`config.mk`:
```
export PLATFORM = sky130hd
export DESIGN_NAME = eflags_commit
export DESIGN_NICKNAME = d
export VERILOG_FILES = /design/src/rtl/eflags_commit_pkg.sv /design/src/rtl/eflags_apply.sv /design/src/rtl/eflags_commit.sv
export SDC_FILE = /design/constraint.sdc
export NUM_CORES = 1
export LEC_CHECK = 0
export BUFFER_PORTS_ARGS = -buffer_cell sky130_fd_sc_hd__buf_4
export CAP_MARGIN = 0
export CORE_ASPECT_RATIO = 0.7
export CORE_MARGIN = 1
export CORE_UTILIZATION = 59
export DETAILED_ROUTE_END_ITERATION = 8
export HOLD_SLACK_MARGIN = 0.12
export PLACE_DENSITY_LB_ADDON = 0.25
export RECOVER_POWER = 100
export REMOVE_ABC_BUFFERS = 1
export SYNTH_ARGS = -nofsm -noshare
export SYNTH_HDL_FRONTEND = slang
export SYNTH_HIERARCHICAL = 1
export SYNTH_SLANG_ARGS = --single-unit
```
`constraint.sdc`:
```
create_clock -name clk -period 2.25 [get_ports clk]
set_input_delay 0.45 -clock clk [delete_from_list [all_inputs] [get_ports clk]]
set_output_delay 0.45 -clock clk [all_outputs]
set_load 0.005 [all_outputs]
```
`src/rtl/eflags_commit_pkg.sv`:
```
// Shared definitions for the EFLAGS commit slice: flag-vector layout,
// architectural bit positions and the EFLAGS reset value.
package eflags_commit_pkg;

    // Width of the ALU flag vector {df,of,sf,zf,af,pf,cf} and of its write mask
    localparam int unsigned NFLAGS = 7;

    // Index of each flag inside the ALU flag vector
    localparam int unsigned FI_CF = 0;
    localparam int unsigned FI_PF = 1;
    localparam int unsigned FI_AF = 2;
    localparam int unsigned FI_ZF = 3;
    localparam int unsigned FI_SF = 4;
    localparam int unsigned FI_OF = 5;
    localparam int unsigned FI_DF = 6;

    // Architectural bit positions inside EFLAGS
    localparam int unsigned CF_POS = 0;
    localparam int unsigned PF_POS = 2;
    localparam int unsigned AF_POS = 4;
    localparam int unsigned ZF_POS = 6;
    localparam int unsigned SF_POS = 7;
    localparam int unsigned DF_POS = 10;
    localparam int unsigned OF_POS = 11;

    // Bit 1 is the only constant-one bit
    localparam logic [31:0] EFLAGS_RESET = 32'h0000_0002;

    // Flag-vector index that owns a given EFLAGS bit, or NFLAGS if none does
    function automatic int unsigned flag_index(input int unsigned bitpos);
        case (bitpos)
            CF_POS:  return FI_CF;
            PF_POS:  return FI_PF;
            AF_POS:  return FI_AF;
            ZF_POS:  return FI_ZF;
            SF_POS:  return FI_SF;
            DF_POS:  return FI_DF;
            OF_POS:  return FI_OF;
            default: return NFLAGS;
        endcase
    endfunction

endpackage

```
`src/rtl/eflags_apply.sv`:
```
// Combinational merge of one {flags, mask} update into an EFLAGS value.
// Bits not owned by a flag pass through unchanged.
module eflags_apply
    import eflags_commit_pkg::*;
#(
    parameter int unsigned EFL_W = 32
) (
    input  logic [EFL_W-1:0]  eflags_in,
    input  logic [NFLAGS-1:0] flags,
    input  logic [NFLAGS-1:0] mask,
    output logic [EFL_W-1:0]  eflags_out
);

    for (genvar b = 0; b < EFL_W; b++) begin : g_bit
        localparam int unsigned FI = flag_index(b);
        if (FI < NFLAGS) begin : g_flag
            // Masked flag bits take the new value, others keep the old one
            always_comb begin
                eflags_out[b] = mask[FI] ? flags[FI] : eflags_in[b];
            end
        end else begin : g_pass
            // Non-flag bits are carried through untouched
            always_comb begin
                eflags_out[b] = eflags_in[b];
            end
        end
    end

endmodule

```
`src/rtl/eflags_commit.sv`:
```
// In-order flag-result queue between EX and retire, architectural EFLAGS
// register, and speculative CF/AF/OF/ZF forwarding back to the ALU.
// Optional macro: EFLAGS_PARITY_GEN_EN -- PF is generated from ex_res_lo
// instead of taken from ex_flags.
module eflags_commit
    import eflags_commit_pkg::*;
#(
    parameter int unsigned QDEPTH = 2,
    parameter int unsigned EFL_W  = 32
) (
    input  logic              clk,
    input  logic              rst,
    input  logic              ex_valid,
    output logic              ex_ready,
    input  logic [NFLAGS-1:0] ex_flags,
    input  logic [7:0]        ex_res_lo,
    input  logic [NFLAGS-1:0] ex_wmask,
    input  logic              ex_cc_inval,
    input  logic              flush,
    input  logic              rt_ready,
    output logic              rt_valid,
    output logic [EFL_W-1:0]  eflags,
    output logic              fwd_cf,
    output logic              fwd_af,
    output logic              fwd_of,
    output logic              fwd_zf
);

    localparam int unsigned       PTR_W    = $clog2(QDEPTH);
    localparam int unsigned       CNT_W    = $clog2(QDEPTH + 1);
    localparam logic [CNT_W-1:0]  CNT_FULL = CNT_W'(QDEPTH);
    localparam logic [EFL_W-1:0]  RST_VAL  = EFL_W'(EFLAGS_RESET);

    logic [NFLAGS-1:0] q_flags [QDEPTH];
    logic [NFLAGS-1:0] q_mask  [QDEPTH];
    logic [PTR_W-1:0]  head;
    logic [PTR_W-1:0]  tail;
    logic [PTR_W-1:0]  head_nxt;
    logic [CNT_W-1:0]  count;

    logic              push;
    logic              pop;
    logic [NFLAGS-1:0] enq_flags;
    logic [NFLAGS-1:0] enq_mask;
    logic [EFL_W-1:0]  commit_val;

    logic [EFL_W-1:0]  fwd_chain [QDEPTH+1];
    logic              unused_fwd_bits;

    assign ex_ready = (count != CNT_FULL);
    assign rt_valid = (count != '0);
    assign push     = ex_valid & ex_ready;
    assign pop      = rt_valid & rt_ready;
    assign head_nxt = pop ? head + 1'b1 : head;
    assign enq_mask = ex_wmask & ~{NFLAGS{ex_cc_inval}};

`ifdef EFLAGS_PARITY_GEN_EN
    logic unused_pf_in;
    // PF is rebuilt as even parity of the result low byte
    always_comb begin
        enq_flags        = ex_flags;
        enq_flags[FI_PF] = ~^ex_res_lo;
        unused_pf_in     = ex_flags[FI_PF];
    end
`else
    logic unused_res_lo;
    // PF comes straight from the ALU; the result byte is not needed
    always_comb begin
        enq_flags     = ex_flags;
        unused_res_lo = ^ex_res_lo;
    end
`endif

    // Queue pointers, occupancy, entry storage and architectural EFLAGS
    always_ff @(posedge clk) begin
        if (rst) begin
            head   <= '0;
            tail   <= '0;
            count  <= '0;
            eflags <= RST_VAL;
            for (int unsigned i = 0; i < QDEPTH; i++) begin
                q_flags[i] <= '0;
                q_mask[i]  <= '0;
            end
        end else begin
            if (pop) begin
                eflags <= commit_val;
            end
            head <= head_nxt;
            // Flush empties the queue behind a possible same-cycle commit by
            // collapsing tail onto the post-commit head; enqueue is dropped.
            if (flush) begin
                tail  <= head_nxt;
                count <= '0;
            end else begin
                if (push) begin
                    q_flags[tail] <= enq_flags;
                    q_mask[tail]  <= enq_mask;
                    tail          <= tail + 1'b1;
                end
                if (push && !pop) begin
                    count <= count + 1'b1;
                end else if (!push && pop) begin
                    count <= count - 1'b1;
                end
            end
        end
    end

    eflags_apply #(.EFL_W(EFL_W)) u_commit (
        .eflags_in  (eflags),
        .flags      (q_flags[head]),
        .mask       (q_mask[head]),
        .eflags_out (commit_val)
    );

    assign fwd_chain[0] = eflags;

    // Forwarding chain: stage k applies the k-th oldest entry; stages beyond
    // the current occupancy get a zero mask so stale slots have no effect.
    for (genvar k = 0; k < QDEPTH; k++) begin : g_fwd
        localparam logic [PTR_W-1:0] OFF = PTR_W'(k);
        localparam logic [CNT_W-1:0] ORD = CNT_W'(k);
        logic [PTR_W-1:0]  idx;
        logic [NFLAGS-1:0] live_mask;

        assign idx       = head + OFF;
        assign live_mask = (ORD < count) ? q_mask[idx] : '0;

        eflags_apply #(.EFL_W(EFL_W)) u_apply (
            .eflags_in  (fwd_chain[k]),
            .flags      (q_flags[idx]),
            .mask       (live_mask),
            .eflags_out (fwd_chain[k+1])
        );
    end

    assign fwd_cf          = fwd_chain[QDEPTH][CF_POS];
    assign fwd_af          = fwd_chain[QDEPTH][AF_POS];
    assign fwd_of          = fwd_chain[QDEPTH][OF_POS];
    assign fwd_zf          = fwd_chain[QDEPTH][ZF_POS];
    assign unused_fwd_bits = ^fwd_chain[QDEPTH];

endmodule
```
==> qor.txt <==
clk sink count: 64
Syn Inst Count: 342
sequential share of power: 49.0%
syn_area_per_cell: 11.0 µm²
worst hold path class: in2reg
vias: 2,176
Achievable Freq: 0.417 GHz
final hold violation count: 0
Rel. slew slack: 48.3%
Data required, critical path: 1.80 ns
Int Power: 1.95 mW
crit share post-route: 107%
drt via density: 4.98
Setup crit end kind: primary output
HPWL after DPL: 4440 µm
total congestion overflow: 0
P&R area growth vs syn: 4.83%
LEAKAGE: 1.53 nW
H-tree levels: 3
Post-Syn Area: 3760 µm²
number of max-cap violations: 0
Total GRT Usage: 20.2%
P_sw: 0.650 mW
crit path DAT: 1.95 ns
R2R cell count: 7
DP Worst Slack: 0.0637 ns
RSZ-0062 raised after global routing: true
switching share of power: 25.0%
IO Pins: 66
PortBufs: 57
Final GP Congestion: 0.721
first-pass GRT wire length: 10,000 µm
# setup viols final: 4
maximum clock path buffer count: 2
row cnt: 23
placement-stage cell area: 3760 µm²
Worst setup startpoint: head
CORE AREA: 5930 µm²
Critical Path Fanout Max: 8
placed insts: 412
Wirelength per Cell: 14.4 µm
VDD IR max: 391 µV
final net count: 389
Final ANT Viol Nets: 0
skew final: 0.00563 ns
status: finished, violations left
hold path depth: 2
min-delay src: flush
Fillers: 487
DRC errors left: 0
utilization of the core after routing: 66.4%
drt initial violations: 77
# hold bufs at CTS: 0
Starting Density: 63.4%
Routed WL: 6300 µm
worst slew pin tran: 0.768 ns
Root Buffer: clkbuf_8
CTS buffer count: 9
layout cell share with drive strength beyond 1: 48.6%
insertion delay to the later sink of the worst-skew pair: 0.34 ns
Chip Width: 97.4 µm
Die ar.: 6700 µm²
footprint of the multi-input gates: 1490 µm²
Vert. Die Dim: 68.8 µm
clock transition at the registers of the reported paths: 0.07 ns
CP Launch Type: register
Layout Cells excl Fill: 437
Comb power frac: 14.9%
Final min period: 2.40 ns
initial antenna violation count: 0
Final Cell Area: 3940 µm²
CTS tree: yes
clock group share of total power: 36.1%
failing checks: setup timing
synth warn: 6
crit path kind: reg2out
r2r startpoint: count[0]
DRT Pass-1 Iters: 5
flop-to-flop setup slack: 0.16 ns
# diodes: 0
pwr dens: 661 nW/µm²
worst hold margin: 0.317 ns
largest net degree at the start of global routing: 34
post-layout worst setup margin: -0.147 ns
number of global-route vias before repair: 2,120
final number of max-transition violations: 0
sequential cell area: 1570 µm²
==> sequential cells by signal, summed over array words and instances (netlist names) <==
signal and cells:
count 2, tail 1, head 1, q_mask 14, eflags 32, q_flags 14
==> worst max-delay path: stages, from the launching register on <==
cell and delay, ns:
dfxtp_2 0.34, buf_12 0.12, mux2_4 0.31, and2_4 0.14
mux2_4 0.29, mux2_4 0.28, buf_6 0.12
==> metrics by stage <==
| stage | total power [mW] | TNS, ns |
|---|---|---|
| after floorplan | 1.53 | -1.49 |
| after detailed placement | 1.67 | 0 |
| after global placement | 1.66 | 0 |
| final | 2.60 | -0.488 |
| after CTS | 2.63 | -0.525 |
| after global routing | 2.71 | -0.706 |
==> layout make-up <==
class,instances,area share (%)
flip-flops and latches,64,39.7
multi-input cells,201,37.7
repair buffers,75,14.8
clock buffers,9,3.14
well taps,75,2.38
clock inverters,7,1.59
inverters,6,0.667
==> what timing repair did <==
item / in CTS / in global routing
gates resized for setup: 14 / 1
buffers inserted: 8 / 1
endpoints found under the setup margin: 4 / 4
pin swaps: 4 / 0
==> layout by cell type, fill, tap and decap left out, types with 3 or more instances in the layout <==
master,count
nand2_1,37
dfxtp_1,33
clkbuf_4,33
buf_4,31
mux2_4,30
nand2_2,28
edfxtp_1,28
nor2_1,19
a21oi_1,19
nand2b_1,12
a21oi_2,12
and2_0,11
clkbuf_8,9
buf_6,5
clkbuf_2,5
inv_1,4
and2_4,4
mux2i_1,4
and2_1,4
mux2_2,3
ha_1,3
dfxtp_2,3
==> worst paths after layout <==
kind / to
worst max-delay path: fwd_of
worst max register to register: q_mask[0][5]
worst min-delay path: count[0]
worst min register to register: eflags[3]
==> power groups by stage <==
stage	Clock (mW)	Combinational, mW	Sequential, mW
floorplan	0	0.222	1.31
global placement	0	0.361	1.30
detailed placement	0	0.370	1.30
CTS	0.953	0.403	1.28
global route	1.01	0.421	1.28
finish	0.940	0.389	1.27
==> metal layers <==
metal,wire length [µm],GRT usage [%],share of wire [%]
met2,3140,36.1,50
met1,2760,23.1,44
met4,95,9.38,1.5
met3,304,5.85,4.8
met5,0,0,0
No activity file was read; power rests on OpenSTA's default activity.
